--- config.mk ---
export PLATFORM = sky130hd
export DESIGN_NAME = vsync_conditioner
export DESIGN_NICKNAME = d
export VERILOG_FILES = /design/src/rtl/vsync_conditioner.sv
export SDC_FILE = /design/constraint.sdc
export NUM_CORES = 1
export LEC_CHECK = 0
export ABC_AREA = 1
export CAP_MARGIN = 20
export CORE_UTILIZATION = 59
export DETAILED_ROUTE_END_ITERATION = 10
export HOLD_SLACK_MARGIN = 0.1
export PLACE_DENSITY_LB_ADDON = 0.25
export SETUP_SLACK_MARGIN = 0.5
export SYNTH_ARGS = -nofsm -noshare
export SYNTH_HDL_FRONTEND = slang
export SYNTH_SLANG_ARGS = --single-unit
export TNS_END_PERCENT = 20
--- constraint.sdc ---
create_clock -name clk_in -period 1.98 [get_ports clk_in]
set_input_delay 0.297 -clock clk_in [delete_from_list [all_inputs] [get_ports clk_in]]
set_output_delay 0.297 -clock clk_in [all_outputs]
set_load 0.005 [all_outputs]
--- src/rtl/vsync_conditioner.sv ---
// vsync_conditioner
//   Cleans a raw, asynchronous, possibly glitchy VSYNC from a video decoder.
//   The raw input is synchronized, run-length filtered, its polarity learned
//   from the relative lengths of the two phases, and re-emitted as an
//   idle-high / pulse-low VSYNC with a one-cycle start strobe.
//
//   Build option: define VSYNC_POLARITY_AUTO_EN to enable polarity learning
//   (MEAS_A / MEAS_B phase measurement). Without it, the raw input is taken
//   as active-low and the block locks on the first filtered edge.

module vsync_conditioner #(
    parameter int FILTER_LEN   = 16,
    parameter int LOCK_TIMEOUT = 4000000
) (
    input  logic clk_in,
    input  logic rst_in,
    input  logic vsync_raw_in,
    output logic vsync_out,
    output logic vsync_start_out,
    output logic vsync_locked,
    output logic polarity_out
);

    // Filter flips when the run counter holds this value and another
    // differing sample arrives (FILTER_LEN differing samples in total).
    localparam logic [7:0]  RUN_LAST     = 8'(FILTER_LEN - 1);
    // Locked timeout: next count would reach LOCK_TIMEOUT.
    localparam logic [21:0] TIMEOUT_LAST = 22'(LOCK_TIMEOUT - 1);
    // Measurement overflow: next count would reach 2^22-1.
    localparam logic [21:0] PHASE_LAST   = 22'h3F_FFFE;

`ifdef VSYNC_POLARITY_AUTO_EN
    typedef enum logic [1:0] {
        WAIT_EDGE = 2'd0,
        MEAS_A    = 2'd1,
        MEAS_B    = 2'd2,
        LOCKED    = 2'd3
    } state_t;
`else
    typedef enum logic [1:0] {
        WAIT_EDGE = 2'd0,
        LOCKED    = 2'd3
    } state_t;
`endif

    // Synchronizer and glitch filter
    logic        sync_p0;
    logic        sync_p1;
    logic        filt_level;
    logic [7:0]  run_cnt;
    logic        filt_edge;

    // Lock FSM
    state_t      state;
    state_t      state_next;
    logic [21:0] phase_cnt;
    logic [21:0] phase_cnt_next;
    logic        act_level;

    // Output stage
    logic        out_next;
    logic        start_next;

`ifdef VSYNC_POLARITY_AUTO_EN
    logic        act_level_next;
    logic        phase_a_level;
    logic        phase_a_next;
    logic [21:0] len_a;
    logic [21:0] len_a_next;

    // The shorter phase is the sync pulse; a tie resolves to active-low.
    function automatic logic pick_active(input logic [21:0] len_first,
                                         input logic [21:0] len_second,
                                         input logic        level_first);
        logic act;
        if (len_first < len_second) begin
            act = level_first;
        end else if (len_second < len_first) begin
            act = ~level_first;
        end else begin
            act = 1'b0;
        end
        return act;
    endfunction
`endif

    // A filtered edge happens on the clock where the run counter completes.
    assign filt_edge = (sync_p1 != filt_level) && (run_cnt == RUN_LAST);

    // Two-flop synchronizer followed by the run-length glitch filter.
    always_ff @(posedge clk_in) begin
        if (rst_in) begin
            sync_p0    <= 1'b0;
            sync_p1    <= 1'b0;
            filt_level <= 1'b0;
            run_cnt    <= 8'd0;
        end else begin
            sync_p0 <= vsync_raw_in;
            sync_p1 <= sync_p0;
            if (sync_p1 == filt_level) begin
                run_cnt <= 8'd0;
            end else if (run_cnt == RUN_LAST) begin
                filt_level <= sync_p1;
                run_cnt    <= 8'd0;
            end else begin
                run_cnt <= run_cnt + 8'd1;
            end
        end
    end

    // Next-state logic of the lock FSM and its phase counter.
    always_comb begin
        state_next     = state;
        phase_cnt_next = phase_cnt + 22'd1;
`ifdef VSYNC_POLARITY_AUTO_EN
        act_level_next = act_level;
        phase_a_next   = phase_a_level;
        len_a_next     = len_a;
`endif
        case (state)
            WAIT_EDGE: begin
                phase_cnt_next = 22'd0;
                if (filt_edge) begin
`ifdef VSYNC_POLARITY_AUTO_EN
                    phase_a_next = sync_p1;
                    state_next   = MEAS_A;
`else
                    state_next   = LOCKED;
`endif
                end
            end
`ifdef VSYNC_POLARITY_AUTO_EN
            MEAS_A: begin
                if (filt_edge) begin
                    len_a_next     = phase_cnt;
                    phase_cnt_next = 22'd0;
                    state_next     = MEAS_B;
                end else if (phase_cnt == PHASE_LAST) begin
                    phase_cnt_next = 22'd0;
                    state_next     = WAIT_EDGE;
                end
            end
            MEAS_B: begin
                if (filt_edge) begin
                    act_level_next = pick_active(len_a, phase_cnt, phase_a_level);
                    phase_cnt_next = 22'd0;
                    state_next     = LOCKED;
                end else if (phase_cnt == PHASE_LAST) begin
                    phase_cnt_next = 22'd0;
                    state_next     = WAIT_EDGE;
                end
            end
`endif
            LOCKED: begin
                // Polarity is frozen here; only timeout or reset re-learns it.
                if (filt_edge) begin
                    phase_cnt_next = 22'd0;
                end else if (phase_cnt == TIMEOUT_LAST) begin
                    phase_cnt_next = 22'd0;
                    state_next     = WAIT_EDGE;
                end
            end
            default: begin
                phase_cnt_next = 22'd0;
                state_next     = WAIT_EDGE;
            end
        endcase
    end

    // State register and phase counter.
    always_ff @(posedge clk_in) begin
        if (rst_in) begin
            state     <= WAIT_EDGE;
            phase_cnt <= 22'd0;
        end else begin
            state     <= state_next;
            phase_cnt <= phase_cnt_next;
        end
    end

`ifdef VSYNC_POLARITY_AUTO_EN
    // Learned active level; cleared by reset so polarity reads 0.
    always_ff @(posedge clk_in) begin
        if (rst_in) begin
            act_level <= 1'b0;
        end else begin
            act_level <= act_level_next;
        end
    end

    // Measurement scratch registers, always rewritten before being used.
    always_ff @(posedge clk_in) begin
        phase_a_level <= phase_a_next;
        len_a         <= len_a_next;
    end

    assign polarity_out = act_level;
`else
    assign act_level    = 1'b0;
    assign polarity_out = 1'b0;
`endif

    assign vsync_locked = (state == LOCKED);

    // Output is forced high outside LOCKED and on the lock-entry cycle, then
    // toggles only on filtered edges, so locking never creates a false start.
    always_comb begin
        out_next = 1'b1;
        if ((state == LOCKED) && (state_next == LOCKED)) begin
            if (filt_edge) begin
                out_next = sync_p1 ^ act_level;
            end else begin
                out_next = vsync_out;
            end
        end
        start_next = vsync_out & ~out_next;
    end

    // Registered cleaned VSYNC and its falling-edge strobe.
    always_ff @(posedge clk_in) begin
        if (rst_in) begin
            vsync_out       <= 1'b1;
            vsync_start_out <= 1'b0;
        end else begin
            vsync_out       <= out_next;
            vsync_start_out <= start_next;
        end
    end

endmodule

After elaboration in Yosys (flattened, before gate mapping) --
Cells that the tools add are included.
Storage, ports and cells: word-level logic and storage cells 32, output and inout port bits 4, bits in writable memories 0, register bits 37, memories 0, input port bits 3, bits in latches 0, bits in read-only memories 0
Operators by class: $add $sub $neg 2, multiply operators 0, divide/modulo/power cells 0, muxes and demuxes 6, bitwise logic cells 4, equal/unequal tests 6, reductions and logical operators 6, magnitude comparators 0, shifts and indexed selects 0
Operators with widths (number):
- $add 22x1->22 const B | 1
- $eq 22x22->1 const B | 1
- $add 8x1->8 const B | 1
- $eq 8x4->1 const B | 1
- $mux 2 | 3
- $eq 2x2->1 const B | 2
- $pmux 2 s2 | 1
- $reduce_or 4->1 | 1
- $not 1->1 | 3
- $reduce_or 3->1 | 1
- $logic_and 1x1->1 | 2
- $logic_not 2->1 | 1
- $mux 1 | 2
- $reduce_and 2->1 | 1
- $and 1x1->1 | 1
- $eq 1x1->1 | 1
- $ne 1x1->1 | 1

Depth between registers and ports, before layout --
Gate-level depths: netlist of the first run.
word-level depth 9, gate-level depth with buffers 10, mapped depth without buffers 10

Least setup slack after synthesis of the first run --
OpenSTA, ideal clock, no wires.
kind flip-flop to flip-flop, from register phase_cnt[0], to register phase_cnt[13], library setup time 0.114 ns, buffers on the path 1, clock period less this slack 1.423 ns, stages on the path, launching flop included 10, arrival time 1.309 ns, setup slack 0.557 ns, data required time 1.866 ns, cell sequence dfxtp_1 -> ha_1 -> nand3_2 -> inv_2 -> nand2_4 -> inv_2 -> nand2_1 -> nand4_2 -> buf_4 -> nor2_1
On the way: cells in the longest elaborated chain, start to end 2
Ends and longest elaborated chain:
- start, declared | RTL line 56 | logic [21:0] phase_cnt;
- start signal, assigned | RTL line 177 | phase_cnt <= phase_cnt_next;
- branches (longest 2 deep; another with $add 22x1->22)
Parallel ways; which one is timed is not known. A chain may end at the register's enable or synchronous reset.

Worst setup path in the final report of the first run --
from register phase_cnt[16], to register phase_cnt[12]
On the way: cells in the longest elaborated chain, start to end 2
Ends and longest elaborated chain:
- $eq 22x22->1 | RTL line 158 | end else if (phase_cnt == TIMEOUT_LAST) begin
- $reduce_or 4->1 (no line)
No other way between the ends.

==> results of run 1 <==
==> worst max path at each step <==
stage                  startpoint             to  slack [ps]  cells past startpoint
global placement     phase_cnt[0]  phase_cnt[14]         400                      9
global route        phase_cnt[16]  phase_cnt[12]         380                      8
detailed placement   phase_cnt[0]  phase_cnt[14]         330                      9
floorplan            phase_cnt[0]  phase_cnt[13]         560                      9
finish              phase_cnt[16]  phase_cnt[12]         490                      8
CTS                     vsync_out      vsync_out         460                      1
==> registers in the layout, indices dropped and copies added, names as in the netlist <==
name and flops:
vsync_out 1, filt_level 1, sync_p0 1, sync_p1 1
phase_cnt 22, state 2, vsync_start_out 1, run_cnt 8
==> power by group through the flow <==
stage	clock network, mW	registers, mW	logic, mW
after CTS	0.402	0.748	0.0121
after global routing	0.439	0.745	0.0145
after global placement	0	0.765	0.0117
after detailed placement	0	0.765	0.0121
final	0.386	0.744	0.0130
after floorplan	0	0.765	0.00701
==> timing repair <==
action                                 in CTS  in global routing
gates resized for setup                    11                 25
setup endpoints to repair                  28                 29
buffers inserted                            2                  4
pin swaps                                   1                  2
cloned                                      0                  2
endpoints found under the hold margin       0                  0
==> cell type report <==
| type | instances | share of cell area [%] |
|---|---|---|
| repair buffers | 14 | 7.60 |
| clock buffers | 6 | 1.89 |
| inverters | 31 | 5.43 |
| clock inverters | 2 | 0.457 |
| well taps | 31 | 1.77 |
| flip-flops and latches | 37 | 34.7 |
| multi-input cells | 180 | 48.1 |
==> worst register-to-register path: stages (launching register included) <==
cell and delay, ps:
dfxtp_1 410, inv_1 80, nor2_1 110, nand3_1 120
nor2_2 210, nand2_2 100, nand4_4 130, clkbuf_16 190
nor2_1 50
==> metrics by stage <==
stage                     cells  cell area (µm²)  total power, mW
after global placement      285             1910            0.776
after detailed placement    285             1910            0.777
final                       301             2190             1.14
after floorplan             251             1840            0.772
after global routing        301             2190             1.20
after CTS                   295             2020             1.16
==> cells in the final DEF (no fill, tap or decap), types with 6 or more instances in the layout <==
cell type / n
buf_4: 6
dfxtp_2: 7
nor2_1: 42
nor3_1: 6
dfxtp_1: 27
nand2_1: 58
xor2_1: 11
a21oi_1: 11
nand3_1: 11
inv_1: 27
==> kinds of logic after synthesis <==
logic type               after synthesis  share of synthesized area (%)
flip-flops                            37                           40.3
other                                  1                          0.204
AO/OA/AOI/OAI                         12                           3.27
AND/OR/NAND/NOR                      149                           39.3
XOR/XNOR                              14                           6.67
buffers and inverters                 34                           7.55
adder cells (fa/ha/maj)                4                           2.72
==> routing by layer <==
metal	vias to the layer above	GRT usage [%]	part of all wire [%]
met4	0	10.2	1.4
li1	819	-	-
met3	6	7.14	3.0
met2	23	36.0	51
met1	725	27.0	44
met5	-	0	0
==> impl_metrics.yaml, run 1 <==
clock_network:
  cts_sinks: 37
  htreeDepth: 2
  root_buffer: "clkbuf_4"
  clkLatencyLatePin_ps: 340
  cts_inserted_buffers: 5
  hold_buffers: 0
  clock_path_buffers: 2
  clk_pin_slew_worst_paths_ps: 110
  cts_tree: "built"
yosys:
  avgSynthCellArea_um2: 7.33
  synthCells: 251
  synthArstFlopShare_pct: 0
  syn-cell-area_um2: 1840
  synthFlopType: "dfxtp_1"
  ys_types: 27
  netlist_top_cells_count: "59 x nand2_1, 44 x nor2_1, 37 x dfxtp_1, 27 x inv_1, 12 x a21oi_1"
  yosys.area.top_type: "dfxtp_1"
  synth.yosys.warnings: 0
  synth-seq-cells: 37
  yosysMostFrequentCell: "nand2_1"
  synth_top_area_share_pct: 40.3
  synth-seq-area-share_pct: 40.3
  syn-num-nets: 258
  synth-edff-count: 0
  synth_area_leaders: "dfxtp_1 40%, nand2_1 12%, nor2_1 9.0%"
layout:
  utilization_pct: 76.8
  antenna-diode-count: 0
  drive_gt1_share_pct: 22.2
  area_growth_pct: 19.0
  num-fill-cells: 193
  ff_latch_area_um2: 761
  multi_input_area_um2: 1050
  final_nets: 276
worst_hold_path:
  hold_path.startpoint: "sync_p0"
  holdPathEnd: "sync_p1"
  min_path_cells: 2
  hp-class: "flip-flop to flip-flop"
critical_path:
  crit_slowest_cell: "dfxtp_1"
  worst_ep_arrival_time_ps: 1730
  endpoint_kind: "flip-flop"
  r2r_slack_ps: 490
  crit_required_ps: 2220
  crit_top_cell: "nor2_1"
  cp_max_fo: 11
  reg2regPathDepth: 8
  r2r_start: "phase_cnt[16]"
  critPathTopFamily: "simple AND/OR/NAND/NOR gates"
  r2r_end: "phase_cnt[12]"
  cpPeakStageDelay_ps: 410
  startpoint_type: "flip-flop"
  path_class: "flip-flop to flip-flop"
  crit_chain: "inv_1 -> nor2_1 -> nand3_1 -> nor2_2 -> nand2_2 -> nand4_4 -> clkbuf_16 -> nor2_1"
  critPathBufInv: 2
power:
  vdd_drop_max_mv: 0.457
  p_comb_share_pct: 1.1
  p_int_mw: 0.883
  p_seq_share_pct: 65.1
  p_leak_nw: 0.792
  power_frac_clock_pct: 33.8
  power.density_nw_per_um2: 522
  power_switching_mw: 0.260
  swShare_pct: 22.7
floorplan:
  initial_core_util_pct: 64.5
  coreArea_um2: 2850
  die-area_um2: 3340
  io_pins: 7
  fp.dieW_um: 57.8
  num_rows: 19
  die_y_um: 57.8
routing:
  drt_iter0_markers: 84
  ant_nets: 0
  routedWlPerCell_um: 12.6
  via_count: 1573
  drc: 0
  wl_mm: 3.78
  drt_pass1_iterations: 4
  viasPerCell: 5.23
placement:
  place.port_buffers: 5
  dp_hpwl_mm: 2.28
  gp_congestion: 0.870
  dp_slack_ps: 327
grt:
  grt_overflow: 0
  grt_max_degree: 23
  grt_pass1_vias: 1377
  antenna_found_initial: 0
  grt_pass1_wl_mm: 5.68
  track_usage_pct: 22.3
timing:
  fin_ws_ps: 488
  clock.fmax_mhz: 670
  setup_viol: 0
  hold_ws_ps: 408
  tns_ps: 0
  rsz0062_at_grt: "yes"
  finalHoldViolations: 0
  layout_min_cycle_time_ps: 1490
  period_share_pct: 75.4
  clock_skew_ps: 8.41
  timing.final.max_slew_violations: 0
job:
  max_cap_violations: 0
outcome:
  status: "completed"
(Power assumes the default switching activity.)
==> run 2: changes to the inputs <==
==> constraint.sdc (replaced) <==
create_clock -name clk_in -period 1.4 [get_ports clk_in]
set_input_delay 0.21 -clock clk_in [delete_from_list [all_inputs] [get_ports clk_in]]
set_output_delay 0.21 -clock clk_in [all_outputs]
set_load 0.005 [all_outputs]
==> impl_metrics.yaml, run 2 (synthesis gave the netlist of run 1 again) <==
layout:
  final_common_cell: "nand2_1"
  final_cells: 316
  largest_reg_flops: 22
  area_growth_pct: 30.0
  num-fill-cells: 160
  top_register: "phase_cnt"
  drive_gt1_share_pct: 35.4
  antenna-diode-count: 0
  largestRegisters: "phase_cnt: 22 flops, run_cnt: 8 flops, state: 2 flops"
  mostFrequentLayoutCells: "52 x nand2_1, 41 x nor2_1, 26 x inv_1, 22 x buf_4, 17 x dfxtp_1"
  final_nets: 291
worst_hold_path:
  min_path_cells: 3
  hp-class: "input pin to flip-flop"
  hold_path.startpoint: "vsync_raw_in"
  holdPathEnd: "sync_p0"
power:
  p_total_mw: 1.71
  vdd_drop_max_mv: 0.618
  power.density_nw_per_um2: 715
  p_comb_share_pct: 1.3
  power_frac_clock_pct: 37.3
  swShare_pct: 21.1
  p_leak_nw: 0.959
  p_int_mw: 1.35
  power_switching_mw: 0.361
  p_seq_share_pct: 61.4
grt:
  grt_max_degree: 15
  global_route.usage.met2_pct: 43.5
  use_met1_pct: 29.6
  grt_overflow: 0
  grt_pass1_vias: 1545
  track_usage_pct: 25.2
  grt_pass1_wl_mm: 6.43
  antenna_found_initial: 0
  grt_busiest_layer: "met2"
  met3_usage_pct: 4.69
timing:
  fin_ws_ps: 4.88
  timing.final.max_slew_violations: 0
  hold_ws_ps: 389
  finalHoldViolations: 0
  period_share_pct: 99.7
  layout_min_cycle_time_ps: 1400
  clock.fmax_mhz: 717
  setup_viol: 0
  clock_skew_ps: 10.1
  rsz0062_at_grt: "yes"
job:
  max_cap_violations: 0
floorplan:
  die_y_um: 57.8
  num_rows: 19
  io_pins: 7
  initial_core_util_pct: 64.5
  die-area_um2: 3340
  fp.dieW_um: 57.8
  coreArea_um2: 2850
outcome:
  violations: "design-rule violations"
  status: "finished, violations left"
critical_path:
  path_class: "flip-flop to flip-flop"
  worstSetupStartpoint: "run_cnt[0]"
  worst_ep_arrival_time_ps: 1680
  endpoint_kind: "flip-flop"
  crit_required_ps: 1680
  r2r_slack_ps: 5
  startpoint_type: "flip-flop"
  r2r_start: "run_cnt[0]"
  reg2regPathDepth: 9
  r2r_end: "vsync_start_out"
  cp_max_fo: 6
placement:
  dp_slack_ps: -13.7
  place.port_buffers: 5
  gp_congestion: 0.834
  dp_hpwl_mm: 2.70
  place_inst: 298
clock_network:
  clkLatencyLatePin_ps: 340
  cts_sinks: 37
  cts_tree: "built"
  root_buffer: "clkbuf_4"
  htreeDepth: 2
  hold_buffers: 0
  cts_inserted_buffers: 5
  clk_pin_slew_worst_paths_ps: 100
  clock_path_buffers: 2
routing:
  drc: 1
  viasPerCell: 5.38
  via_count: 1700
  drt_iter0_markers: 102
  ant_nets: 0
  drt_pass1_iterations: 7
  routedWlPerCell_um: 13.6
  wl_mm: 4.29
run 2: cell count changes in the layout (fill, tap and decap cells not counted), sizes merged:
cell / delta
buf: +19
clkinv: -1
dlymetal6s2s: -1
clkdlybuf4s50: -1
dlygate4sd2: -1
run 2: repair_timing:
| item | 4_1_cts | 5_1_grt |
|---|---|---|
| gates resized for setup | 16 | 41 |
| pin swaps | 1 | 16 |
| hold endpoints to repair | 0 | 0 |
| setup buffers | 5 | 5 |
| endpoints found under the setup margin | 38 | 38 |
run 2: how the worst max path moves through the flow:
stage / endpoint / slack (ps)
global placement: run_cnt[7] / 50
CTS: phase_cnt[7] / 20
global route: vsync_start_out / -80
finish: vsync_start_out / 5
floorplan: phase_cnt[17] / 120
detailed placement: run_cnt[5] / -10
run 2: metal layers:
layer / vias up / share of wire (%) / routed length [µm]
li1: 844 / - / -
met1: 783 / 40 / 1730
met2: 57 / 52 / 2220
met3: 16 / 4.6 / 198
met4: 0 / 3.6 / 153
met5: - / 0 / 0
run 2: area by class of cell:
cell class | instances | area, µm² | share of cell area, %
Multi-Input combinational cell | 180 | 1130 | 47.3
Sequential cell | 37 | 778 | 32.5
Timing Repair Buffer | 29 | 253 | 10.6
Inverter | 31 | 121 | 5.08
Clock buffer | 7 | 65.1 | 2.72
Tap cell | 31 | 38.8 | 1.62
Clock inverter | 1 | 5.00 | 0.209
run 2: power groups by stage:
| stage | Sequential (mW) | Combinational (mW) | Clock, mW |
|---|---|---|---|
| final | 1.05 | 0.0222 | 0.638 |
| after detailed placement | 1.08 | 0.0200 | 0 |
| after CTS | 1.06 | 0.0201 | 0.654 |
| after global placement | 1.08 | 0.0197 | 0 |
| after floorplan | 1.08 | 0.0110 | 0 |
| after global routing | 1.05 | 0.0250 | 0.711 |
run 2: through the flow:
stage,utilization (%),area [µm²],TNS [ps]
floorplan,-,1910,0
global placement,73.6,2100,0
detailed placement,73.6,2100,-13.7
CTS,78.4,2240,0
global route,83.8,2390,-724
finish,83.8,2390,0
run 2: worst max-delay path, cell delays in order (launching register included):
cell,delay (ps)
dfxtp_4,370
ha_4,150
nand3_4,90
nor2_4,170
nand2_4,110
nand3_2,100
nand2_1,70
nand2_2,90
nand3_2,100
nor2_2,80
==> run 3: changes to the inputs <==
--- a/config.mk
+++ b/config.mk
@@ -6,7 +6,7 @@
 export NUM_CORES = 1
 export LEC_CHECK = 0
 export ABC_AREA = 1
-export CAP_MARGIN = 20
+export CAP_MARGIN = 30
 export CORE_UTILIZATION = 59
 export DETAILED_ROUTE_END_ITERATION = 10
 export HOLD_SLACK_MARGIN = 0.1
==> results of run 3 <==
The final DEF is identical to that of run 2; final timing and power are the same.
